--- config.mk ---
export PLATFORM = sky130hd
export DESIGN_NAME = jc_phase_monitor
export DESIGN_NICKNAME = d
export VERILOG_FILES = /design/src/rtl/jc_phase_monitor.sv
export SDC_FILE = /design/constraint.sdc
export NUM_CORES = 1
export LEC_CHECK = 0
export CORE_UTILIZATION = 25
export DETAILED_ROUTE_END_ITERATION = 7
export MAX_ROUTING_LAYER = met4
export PLACE_DENSITY = 0.54
export SLEW_MARGIN = 20
export SYNTH_ARGS = -nofsm -noshare
export SYNTH_HDL_FRONTEND = slang
export SYNTH_SLANG_ARGS = --single-unit
--- constraint.sdc ---
create_clock -name clk -period 3.8 [get_ports clk]
set_input_delay 0.38 -clock clk [delete_from_list [all_inputs] [get_ports clk]]
set_output_delay 0.38 -clock clk [all_outputs]
set_load 0.01 [all_outputs]
--- src/rtl/jc_phase_monitor.sv ---
// Johnson-code phase monitor: validates each sampled Johnson word, decodes it to a
// binary phase, tracks single-step advance and reports lock, wrap and error events.
module jc_phase_monitor #(
  parameter int unsigned WIDTH    = 16,
  parameter int unsigned LOCK_CNT = 4,
  parameter int unsigned ERR_W    = 8
) (
  input  logic                          clk,
  input  logic                          reset,
  input  logic [WIDTH-1:0]              jc_in,
  input  logic                          in_valid,
  input  logic                          clr_err,
  output logic [$clog2(2*WIDTH)-1:0]    phase,
  output logic                          phase_valid,
  output logic                          locked,
  output logic                          wrap,
  output logic                          illegal,
  output logic                          seq_err,
  output logic [ERR_W-1:0]              err_count
);

  localparam int unsigned PW  = $clog2(2*WIDTH);
  localparam int unsigned NPH = 2*WIDTH;
  localparam int unsigned GW  = 8;

  typedef enum logic [1:0] {
    ST_UNLOCKED = 2'd0,
    ST_ACQUIRE  = 2'd1,
    ST_LOCKED   = 2'd2
  } state_t;

  state_t            r_state;
  logic [PW-1:0]     r_ref;
  logic [GW-1:0]     r_good;
  logic [PW-1:0]     r_phase;
  logic              r_phase_valid;
  logic              r_wrap;
  logic              r_illegal;
  logic              r_seq_err;
  logic [ERR_W-1:0]  r_err_count;

  logic [WIDTH-1:0]  w_inv;
  logic [PW-1:0]     w_ones;
  logic              w_lsb_run;
  logic              w_msb_run;
  logic              w_legal;
  logic [PW-1:0]     w_dec_phase;
  logic [PW-1:0]     w_succ;
  logic              w_is_succ;
  logic              w_event;
  logic              w_err_sat;

  // A legal word is either a low-aligned run of ones or the complement of one.
  always_comb begin
    w_ones = '0;
    for (int i = 0; i < int'(WIDTH); i++) begin
      w_ones = w_ones + PW'(jc_in[i]);
    end
    w_inv       = ~jc_in;
    w_lsb_run   = ((jc_in & (jc_in + WIDTH'(1))) == '0);
    w_msb_run   = ((w_inv & (w_inv + WIDTH'(1))) == '0) && (jc_in != '0);
    w_legal     = w_lsb_run || w_msb_run;
    w_dec_phase = w_lsb_run ? w_ones : (PW'(WIDTH) + PW'(WIDTH) - w_ones);
  end

  always_comb begin
    w_succ    = (r_ref == PW'(NPH - 1)) ? '0 : (r_ref + PW'(1));
    w_is_succ = (w_dec_phase == w_succ);
    w_event   = in_valid && (!w_legal || ((r_state != ST_UNLOCKED) && !w_is_succ));
    w_err_sat = (r_err_count == {ERR_W{1'b1}});
  end

  always_ff @(posedge clk or negedge reset) begin
    if (!reset) begin
      r_state       <= ST_UNLOCKED;
      r_ref         <= '0;
      r_good        <= '0;
      r_phase       <= '0;
      r_phase_valid <= 1'b0;
      r_wrap        <= 1'b0;
      r_illegal     <= 1'b0;
      r_seq_err     <= 1'b0;
    end else begin
      r_wrap    <= 1'b0;
      r_illegal <= 1'b0;
      r_seq_err <= 1'b0;
      if (in_valid) begin
        if (!w_legal) begin
          r_illegal     <= 1'b1;
          r_phase_valid <= 1'b0;
          r_good        <= '0;
          r_state       <= ST_UNLOCKED;
        end else begin
          r_phase       <= w_dec_phase;
          r_phase_valid <= 1'b1;
          r_ref         <= w_dec_phase;
          case (r_state)
            ST_UNLOCKED: begin
              r_good  <= '0;
              r_state <= ST_ACQUIRE;
            end
            ST_ACQUIRE: begin
              if (w_is_succ) begin
                r_good <= r_good + GW'(1);
                if ((r_good + GW'(1)) == GW'(LOCK_CNT)) begin
                  r_state <= ST_LOCKED;
                end
              end else begin
                r_seq_err <= 1'b1;
                r_good    <= '0;
              end
            end
            ST_LOCKED: begin
              if (w_is_succ) begin
                r_wrap <= (r_ref == PW'(NPH - 1));
              end else begin
                r_seq_err <= 1'b1;
                r_good    <= '0;
                r_state   <= ST_ACQUIRE;
              end
            end
            default: begin
              r_good  <= '0;
              r_state <= ST_UNLOCKED;
            end
          endcase
        end
      end
    end
  end

  // Clear takes priority over a coincident error event.
  always_ff @(posedge clk or negedge reset) begin
    if (!reset) begin
      r_err_count <= '0;
    end else if (clr_err) begin
      r_err_count <= '0;
    end else if (w_event && !w_err_sat) begin
      r_err_count <= r_err_count + ERR_W'(1);
    end
  end

  assign phase       = r_phase;
  assign phase_valid = r_phase_valid;
  assign locked      = (r_state == ST_LOCKED);
  assign wrap        = r_wrap;
  assign illegal     = r_illegal;
  assign seq_err     = r_seq_err;
  assign err_count   = r_err_count;

endmodule

# == Word-level counts from Yosys, hierarchy flattened ==
# Index checks and enable logic that the tools add are counted.
# classes
add_sub_neg,21
mul,0
div,0
magnitude_cmp,0
eq_ne,9
shift,0
mux,24
n_bitwise,3
n_reduce_logical,19
# op_table
cell,count
5-bit by 1-bit adder with 5-bit output,11
8-bit two-way mux,5
16-bit by 1-bit adder with 16-bit output (second input constant),2
16-bit bitwise AND,2
16-bit logical NOT,2
8-bit by 1-bit adder with 8-bit output (second input constant),2
16-bit NOT,1
8-bit one-hot mux with 2 select lines,1
16-bit nonzero test,1
1-bit two-way mux,11
5-bit two-way mux,2
3-bit != test (second input constant),3
8-bit by 3-bit == test with 1-bit output (second input constant),1
8-bit == test (second input constant),1
2-bit two-way mux,4
2-bit one-hot mux with 3 select lines,1
4-bit by 1-bit adder with 5-bit output,1
5-bit by 1-bit adder with 5-bit output (second input constant),1
5-bit == test,1
5-bit == test (second input constant),1
1-bit by 5-bit subtractor with 5-bit output (first input constant),1
3-bit by 1-bit adder with 4-bit output,1
1-bit logical AND,4
2-bit AND reduction,2
other kinds (10),14
# totals
reg_bits,27
latch_bits,0
mem_bits_rw,0
romBits,0
input_bits,20
word_cells,84
memories,0

# == Logic depth before layout (Yosys ltp) ==
# Gate-level depths: netlist of run 1.
# depth
ltp_word,25
ltp_mapped,22

# == Worst setup path before layout of run 1 ==
# OpenSTA, ideal clock, no wires.
# synth_timing
path_kind,in2reg
from,input jc_in[9]
to,register r_good[4]
setup_ps,90
arrival_time_ps,5333
required_ps,3710
setup_slack_ps,-1623
cell_stages,22
path_cell_list,clkbuf_1 -> inv_1 -> fa_1 -> inv_1 -> fa_1 -> fa_1 -> inv_1 -> fa_1 -> inv_1 -> ha_1 -> inv_1 -> fa_1 -> ha_1 -> nand3b_1 -> mux2i_1 -> a31oi_1 -> xnor3_1 -> o211ai_2 -> or4_1 -> clkbuf_2 -> or3_1 -> o221ai_1
# synth_between
elab_chain_len,13
word_cells_on_any_way,25
classes_between,add/sub: 10; eq/ne: 2; mux: 4; bitwise: 3; reduce/logical: 6
# synth_rtl
element,line_no,source
from (decl),10,"input logic [WIDTH-1:0] jc_in,"
5-bit by 1-bit adder with 5-bit output (7 in series),57,w_ones = w_ones + PW'(jc_in[i]);
1-bit by 5-bit subtractor with 5-bit output,63,w_dec_phase = w_lsb_run ? w_ones : (PW'(WIDTH) + PW'(WIDTH) - w_ones);
5-bit two-way mux,63,
5-bit == test,68,w_is_succ = (w_dec_phase == w_succ);
8-bit two-way mux,103,if (w_is_succ) begin
8-bit one-hot mux with 2 select lines,97,case (r_state)
8-bit two-way mux,88,if (!w_legal) begin
to (signal assigned),104,r_good <= r_good + GW'(1);
to (decl),34,logic [GW-1:0] r_good;
# Parallel ways exist; a longest one is shown, timed or not.
# A chain may end at the register's enable or synchronous reset.

# == Final worst setup path of run 1 ==
# layout_timing
from,input jc_in[13]
to,register r_state[1]
# layout_between
elab_chain_len,8
word_cells_on_any_way,21
classes_between,add/sub: 6; eq/ne: 4; mux: 2; bitwise: 3; reduce/logical: 6
# layout_rtl
element,line_no,source
5-bit by 1-bit adder with 5-bit output / 16-bit NOT (equally long branches),"57, 59",
5-bit by 1-bit adder with 5-bit output / 16-bit by 1-bit adder with 16-bit output (equally long branches),"57, 61",
5-bit by 1-bit adder with 5-bit output / 16-bit bitwise AND (equally long branches),"57, 61",
1-bit by 5-bit subtractor with 5-bit output / 16-bit logical NOT (equally long branches),"63, 61",
5-bit two-way mux / 1-bit logical AND (equally long branches),"63, 61",
5-bit == test / 1-bit logical OR (equally long branches),"68, 62",
3-bit != test (no source line),n/a,
4-bit AND reduction (no source line),n/a,
to (signal assigned),75,r_state <= ST_UNLOCKED;
to (signal assigned),92,r_state <= ST_UNLOCKED;
to (signal assigned),100,r_state <= ST_ACQUIRE;
to (decl),32,state_t r_state;
# Parallel ways exist; a longest one is shown, timed or not.

==> out/results.ini, run 1 <==
[yosys]
synth_top_area_share = 0.2799
avgSynthCellArea_um2 = 8.620
ys_types = 55
yosys.area.top_type = dfrtp_1
ys_async_sr_fraction = 1.000
yosysWarningCount = 0
synth-seq-cells = 27
synth_ff_type = dfrtp_1
synth_area_leaders = dfrtp_1, ha_1, fa_1
synth_edf_count = 0
syn-cell-area_mm2 = 0.002414
seq_area_frac_synth = 0.2799
synth_nets = 328
synthCells = 280

[pwr]
power.density_mw_per_mm2 = 462.0
leakagePower_nw = 1.512
vdd_drop_max_v = 0.0002720

[route]
vias = 2321
final_antenna_net_count = 0
drt-initial-drc-count = 66
first_pass_iters = 4
viasPerCell = 4.727
drc_errors = 0
wl_per_cell_um = 13.00
wl_um = 6381

[clocking]
cts_tree = done
cts_max_level = 1
clkTransAtPathRegs_ns = 0.09
cts-root-buf = clkbuf_8
clock_path_buffers = 2
clock_latency_ns = 0.27
cts_sinks = 27
holdBufCountCts = 0
cts_buffers = 3

[timing]
finalSetupViolCount = 24
slew_headroom = 0.7186
grt_setup_unrepaired = true
tightest_slew_ns = 0.4114
finalHoldViolCount = 0
finalMaxSlewViolations = 0
period_share = 1.341
fmax_ghz = 0.1962
fin_crit_ns = 5.097
clock_skew_ns = 0.002304
fin_ws_ns = -1.297
setup_tns_ns = -23.24

[cells_and_area]
syn_to_final_growth_pct = 43.24
antenna_cells = 0
nets = 411
layout_common_cells = buf_4, inv_1, clkdlybuf4s50_1
utilization = 0.3724
stdcell_count = 491
drive_gt1_frac = 0.2486
final_common_cell = buf_4
num-fill-cells = 958

[global_routing]
grt_max_degree = 28
grt_overflow = 0
grt_first_pass_wirelength_um = 11000
grt_use_total = 0.1397
grt_pass1_vias = 2447
antenna_found_initial = 0

[floorplan]
num_io_pins = 38
dieArea_mm2 = 0.01005
core_region_area_mm2 = 0.009284
initial_core_util = 0.2600
fp.dieH_um = 100.3
dieWidth_um = 100.3
rows = 35

[setup_path]
critPathRequiredTime_ns = 3.96
critPathKind = in2reg
critical_path_buf_inv_count = 8
path_max_fanout = 5
critical-path-top-delay-family = adder cells
path_cells = buf_8 -> fa_1 -> inv_1 -> fa_1 -> inv_2 -> fa_1 -> inv_1 -> fa_1 -> inv_1 -> ha_2 -> inv_2 -> fa_2 -> ha_4 -> nand3_1 -> mux2i_1 -> a31oi_1 -> xnor3_1 -> o211ai_4 -> buf_4 -> nor3_4 -> buf_4 -> or2_4 -> a221o_1
cp-end-kind = flip-flop
max_stage_delay_ns = 0.53
worstPathArrival_ns = 5.26
start_kind = input port
worst_path_most_repeated_cell = fa_1
cp_slowest_cell = fa_1

[placement]
dp_hpwl_um = 5024
gp_congestion = 0.8242
dp_cells = 484
numPortBuffers = 37

[job]
max_cap_violations = 0

[status]
violations = negative setup slack
outcome = finished with violations

[min_path]
hold_path.class = in2async

## what timing repair did
| action | 4_1_cts | 5_1_grt |
|---|---|---|
| endpoints found under the hold margin | 0 | 0 |
| gates resized for setup | 51 | 19 |
| setup buffers | 11 | 3 |
| pin swaps | 17 | 9 |
| endpoints found under the setup margin | 24 | 24 |
## worst paths after layout
path                                         startpoint                       end  slack [ns]  cells after the start
worst min-delay path                              reset     r_good[2]$_DFFE_PN0P_        0.47                      2
max in group asynchronous                         reset  err_count[6]$_DFFE_PN0P_        3.05                      2
worst max-delay path                          jc_in[13]    r_state[1]$_DFFE_PN0P_       -1.30                     23
min in group clk                phase_valid$_DFFE_PN0P_   phase_valid$_DFFE_PN0P_        0.51                      2
worst max register to register     phase[0]$_DFFE_PN0P_  err_count[7]$_DFFE_PN0P_        1.01                     10
worst min register to register  phase_valid$_DFFE_PN0P_   phase_valid$_DFFE_PN0P_        0.51                      2
## metal layers
| metal | global-route usage | vias up | wire (um) | share of wire |
|---|---|---|---|---|
| li1 | - | 1158 | - | - |
| met1 | 0.1653 | 1107 | 2849 | 0.45 |
| met2 | 0.2497 | 50 | 3271 | 0.51 |
| met3 | 0.01184 | 6 | 193 | 0.030 |
| met4 | 0.04571 | 0 | 66 | 0.010 |
| met5 | - | - | 0 | 0 |
## synthesized netlist by cell type (all sizes together), types with 3 or more instances
cell    number
fa          10
o22ai        6
nor2        16
o211ai       3
nor2b        4
o31ai        7
mux2i        3
or4          6
nor3        10
inv         42
a31oi        3
a21oi       11
nand2       18
nor4         3
or3          5
xnor2        8
clkbuf       5
o21ai       17
ha          18
dfrtp       27
nand3       16
and3         4
nand4        5
xor2         5
## sequential cells by signal, summed over array words and instances (netlist names)
signal	count
phase_valid	1
illegal	1
wrap	1
err_count	8
r_state	2
r_good	8
phase	5
seq_err	1
## metrics by stage
stage / hold slack [ns] / worst slack [ns] / power [W] / cell area, um^2
after floorplan: 0.08441 / -1.378 / 0.0009092 / 2462
after global placement: 0.4752 / -1.981 / 0.001241 / 3291
after detailed placement: 0.4872 / -2.081 / 0.001267 / 3291
after CTS: 0.4818 / -1.237 / 0.001641 / 3476
after global routing: 0.5047 / -1.465 / 0.001727 / 3457
final: 0.4746 / -1.297 / 0.001597 / 3457
## cell families (layout without fill, tap and decap cells)
group	count (synthesis)	after routing	synth area share
compound gates	64	64	0.1799
xor+xnor	15	15	0.06635
fa+ha+maj	28	28	0.1763
buf+inv	49	131	0.07723
flops	27	27	0.2799
mux	3	3	0.01244
simple gates	94	94	0.2079
## layout make-up
cell class	count	area, um^2	share of cell area
clock buffers	4	45.04	0.01303
inverters	42	157.7	0.04560
multi-input cells	204	1693	0.4897
flip-flops and latches	27	675.6	0.1954
well taps	129	161.4	0.04669
repair buffers	85	724.4	0.2096
## power by group
group | switching [W] | leakage [nW] | internal, W | total (W)
combinational | 0.000552 | 1.12 | 0.000585 | 0.00114
sequential | 0.00000416 | 0.372 | 0.000291 | 0.000296
clock | 0.0000889 | 0.0228 | 0.0000752 | 0.000164
Power figures use the tool's default switching activity.
==> run 2: changes to the inputs <==
==> constraint.sdc (replaced) <==
create_clock -name clk -period 5.07 [get_ports clk]
set_input_delay 0.507 -clock clk [delete_from_list [all_inputs] [get_ports clk]]
set_output_delay 0.507 -clock clk [all_outputs]
set_load 0.01 [all_outputs]
==> run 2 against run 1 <==
Net effect:
- largest power group unchanged
- sequential power is 25% lower
- the run still ends with negative setup slack left
- core utilization is 0.081 points lower
- highest routed layer unchanged
- die area stayed put
- global-route usage is 1.2 points lower
==> out/results.ini, run 2 (same netlist as run 1, synthesis figures left out) <==
[cells_and_area]
final_common_cell = buf_4
antenna_cells = 0  ; unchanged
utilization = 0.3716  ; -0.0008090
syn_to_final_growth_pct = 42.92
num-fill-cells = 962  ; +0.42%
drive_gt1_frac = 0.2500  ; +0.001381
nets = 413  ; +0.49%
layout_common_cells = buf_4, inv_1, clkdlybuf4s50_1
regArea_um2 = 675.6  ; unchanged
multi_input_area_mm2 = 0.001660  ; -1.9%

[setup_path]
worst_path_most_repeated_cell = fa_1
critical-path-top-delay-family = adder cells
max_stage_delay_ns = 0.55  ; +0.02 ns
worstReg2RegStart = phase[0]$_DFFE_PN0P_
path_cells = buf_8 -> inv_4 -> fa_1 -> inv_1 -> fa_1 -> fa_1 -> inv_1 -> fa_1 -> inv_1 -> ha_2 -> inv_2 -> fa_1 -> or4_4 -> buf_4 -> a21oi_4 -> o211ai_4 -> or4_4 -> or3_1 -> o221ai_1
path_max_fanout = 5  ; unchanged
critPathRequiredTime_ns = 5.26  ; +1.30 ns
worstPathArrival_ns = 5.29  ; +0.03 ns
r2r-end = r_good[5]$_DFFE_PN0P_
rrSetupSlack_ns = 2.24  ; +1.23 ns
critical_path_buf_inv_count = 7  ; -1
reg2reg_depth = 10  ; unchanged
cp-end-kind = flip-flop
start_kind = input port
critPathKind = in2reg
cp_slowest_cell = or4_4

[floorplan]
core_region_area_mm2 = 0.009284  ; unchanged
initial_core_util = 0.2600  ; unchanged
dieArea_mm2 = 0.01005  ; unchanged
dieWidth_um = 100.3  ; unchanged
rows = 35  ; unchanged
fp.dieH_um = 100.3  ; unchanged
num_io_pins = 38  ; unchanged

[timing]
slew_headroom = 0.5724  ; -0.1462
setup_tns_ns = -0.06585  ; +23.17 ns
fin_crit_ns = 5.094
fmax_ghz = 0.1963
fin_ws_ns = -0.02410  ; +1.273 ns
finalMaxSlewViolations = 0  ; unchanged
finalSetupViolCount = 4  ; -83%
tightest_slew_ns = 0.6252  ; +0.2138 ns
grt_setup_unrepaired = true
clock_skew_ns = 0.001995  ; -0.0003088 ns
period_share = 1.005
finalHoldViolCount = 0  ; unchanged

[clocking]
clkTransAtPathRegs_ns = 0.09  ; about the same
cts_tree = done
cts_sinks = 27  ; unchanged
cts_buffers = 3  ; unchanged
clock_latency_ns = 0.27  ; about the same
cts_max_level = 1  ; unchanged
clock_path_buffers = 2  ; unchanged
holdBufCountCts = 0  ; unchanged
cts-root-buf = clkbuf_8

[placement]
numPortBuffers = 37  ; unchanged
dp_hpwl_um = 4868  ; -3.1%
gp_congestion = 0.8450  ; +2.5%

[route]
wl_um = 6234  ; -2.3%
drc_errors = 0  ; unchanged
vias = 2330  ; +0.39%
drt-initial-drc-count = 52  ; -21%
wl_per_cell_um = 12.65  ; -2.7%
viasPerCell = 4.726  ; about the same
final_antenna_net_count = 0  ; unchanged
first_pass_iters = 4  ; unchanged

[pwr]
vdd_drop_max_v = 0.0002211  ; -19%
power.density_mw_per_mm2 = 327.9  ; -29%
leakagePower_nw = 1.502  ; -0.65%

[global_routing]
grt_first_pass_wirelength_um = 10160  ; -7.7%
grt_max_degree = 28  ; unchanged
grt_pass1_vias = 2251  ; -8.0%
grt_use_total = 0.1274  ; -0.01235
grt_overflow = 0  ; unchanged
antenna_found_initial = 0  ; unchanged

[min_path]
hold_depth = 2
hold_path.class = reg2reg
min-delay-start = phase_valid$_DFFE_PN0P_
hold_path_end = phase_valid$_DFFE_PN0P_

[job]
max_cap_violations = 0  ; unchanged

[status]
violations = negative setup slack
outcome = finished with violations

==> run 2: changes by cell type in the layout (fill, tap and decap cells not counted), sizes merged <==
| cell | previous run | this run |
|---|---|---|
| clkbuf | 5 | 4 |
| clkdlybuf4s15 | 2 | 0 |
| dlygate4sd2 | 1 | 0 |
| buf | 53 | 59 |
==> run 2: layout make-up <==
cell class,count,share of cell area
sequential,27,0.1959
timing repair buffer,87,0.2158
inverter,42,0.04715
tap,129,0.04679
clock buffer,4,0.01306
multi-input combinational,204,0.4813
==> run 2: power breakdown <==
group | total [W] | internal (W) | switching, W
Sequential | 0.000222 | 0.000218 | 0.00000322
Combinational | 0.000785 | 0.000414 | 0.000372
Clock | 0.000124 | 0.0000564 | 0.0000680
==> run 2: worst max path at each step <==
stage	endpoint	cells after the start	slack (ns)	start
final	r_good[5]$_DFFE_PN0P_	19	-0.02	jc_in[5]
after global routing	r_good[5]$_DFFE_PN0P_	21	-0.27	jc_in[5]
after CTS	r_good[5]$_DFFE_PN0P_	21	-0.08	jc_in[7]
after detailed placement	r_good[4]$_DFFE_PN0P_	19	-0.90	jc_in[5]
after global placement	r_good[4]$_DFFE_PN0P_	19	-0.82	jc_in[5]
after floorplan	r_good[4]$_DFFE_PN0P_	22	-0.24	jc_in[9]
==> run 2: worst reg2reg max path, delay by kind of cell (launching register included) <==
| kind | cells | cell delay (ns) |
|---|---|---|
| AOI/OAI and AO/OA | 1 | 0.07 |
| xor gates and xnor gates | 2 | 0.30 |
| adders and majority gates | 2 | 0.46 |
| DFF | 1 | 0.44 |
| and+or+nand+nor | 5 | 1.47 |
==> run 2: routing by layer <==
layer / part of all wire / vias up / GRT usage / wire, um
met3: 0.029 / 10 / 0.009749 / 179
met1: 0.45 / 1111 / 0.1571 / 2799
met2: 0.50 / 51 / 0.2187 / 3144
met5: 0 / - / - / 0
li1: - / 1158 / - / -
met4: 0.018 / 0 / 0.04571 / 111
==> run 2: stage by stage <==
stage	cell area [um^2]	hold slack [ns]	power, W	std cells	worst slack (ns)
finish	3450	0.5058	0.001131	493	-0.02410
global route	3450	0.5296	0.001238	493	-0.2693
CTS	3311	0.5116	0.001105	485	-0.08196
detailed placement	3234	0.4878	0.0009593	477	-0.9032
global placement	3234	0.4854	0.0009431	477	-0.8214
floorplan	2459	0.2114	0.0006671	280	-0.2356
==> run 2: timing repair <==
action / CTS / global route
gates resized for setup: 47 / 18
endpoints found under the setup margin: 20 / 18
cloned: 0 / 0
buffers inserted: 4 / 8
pin swaps: 12 / 5
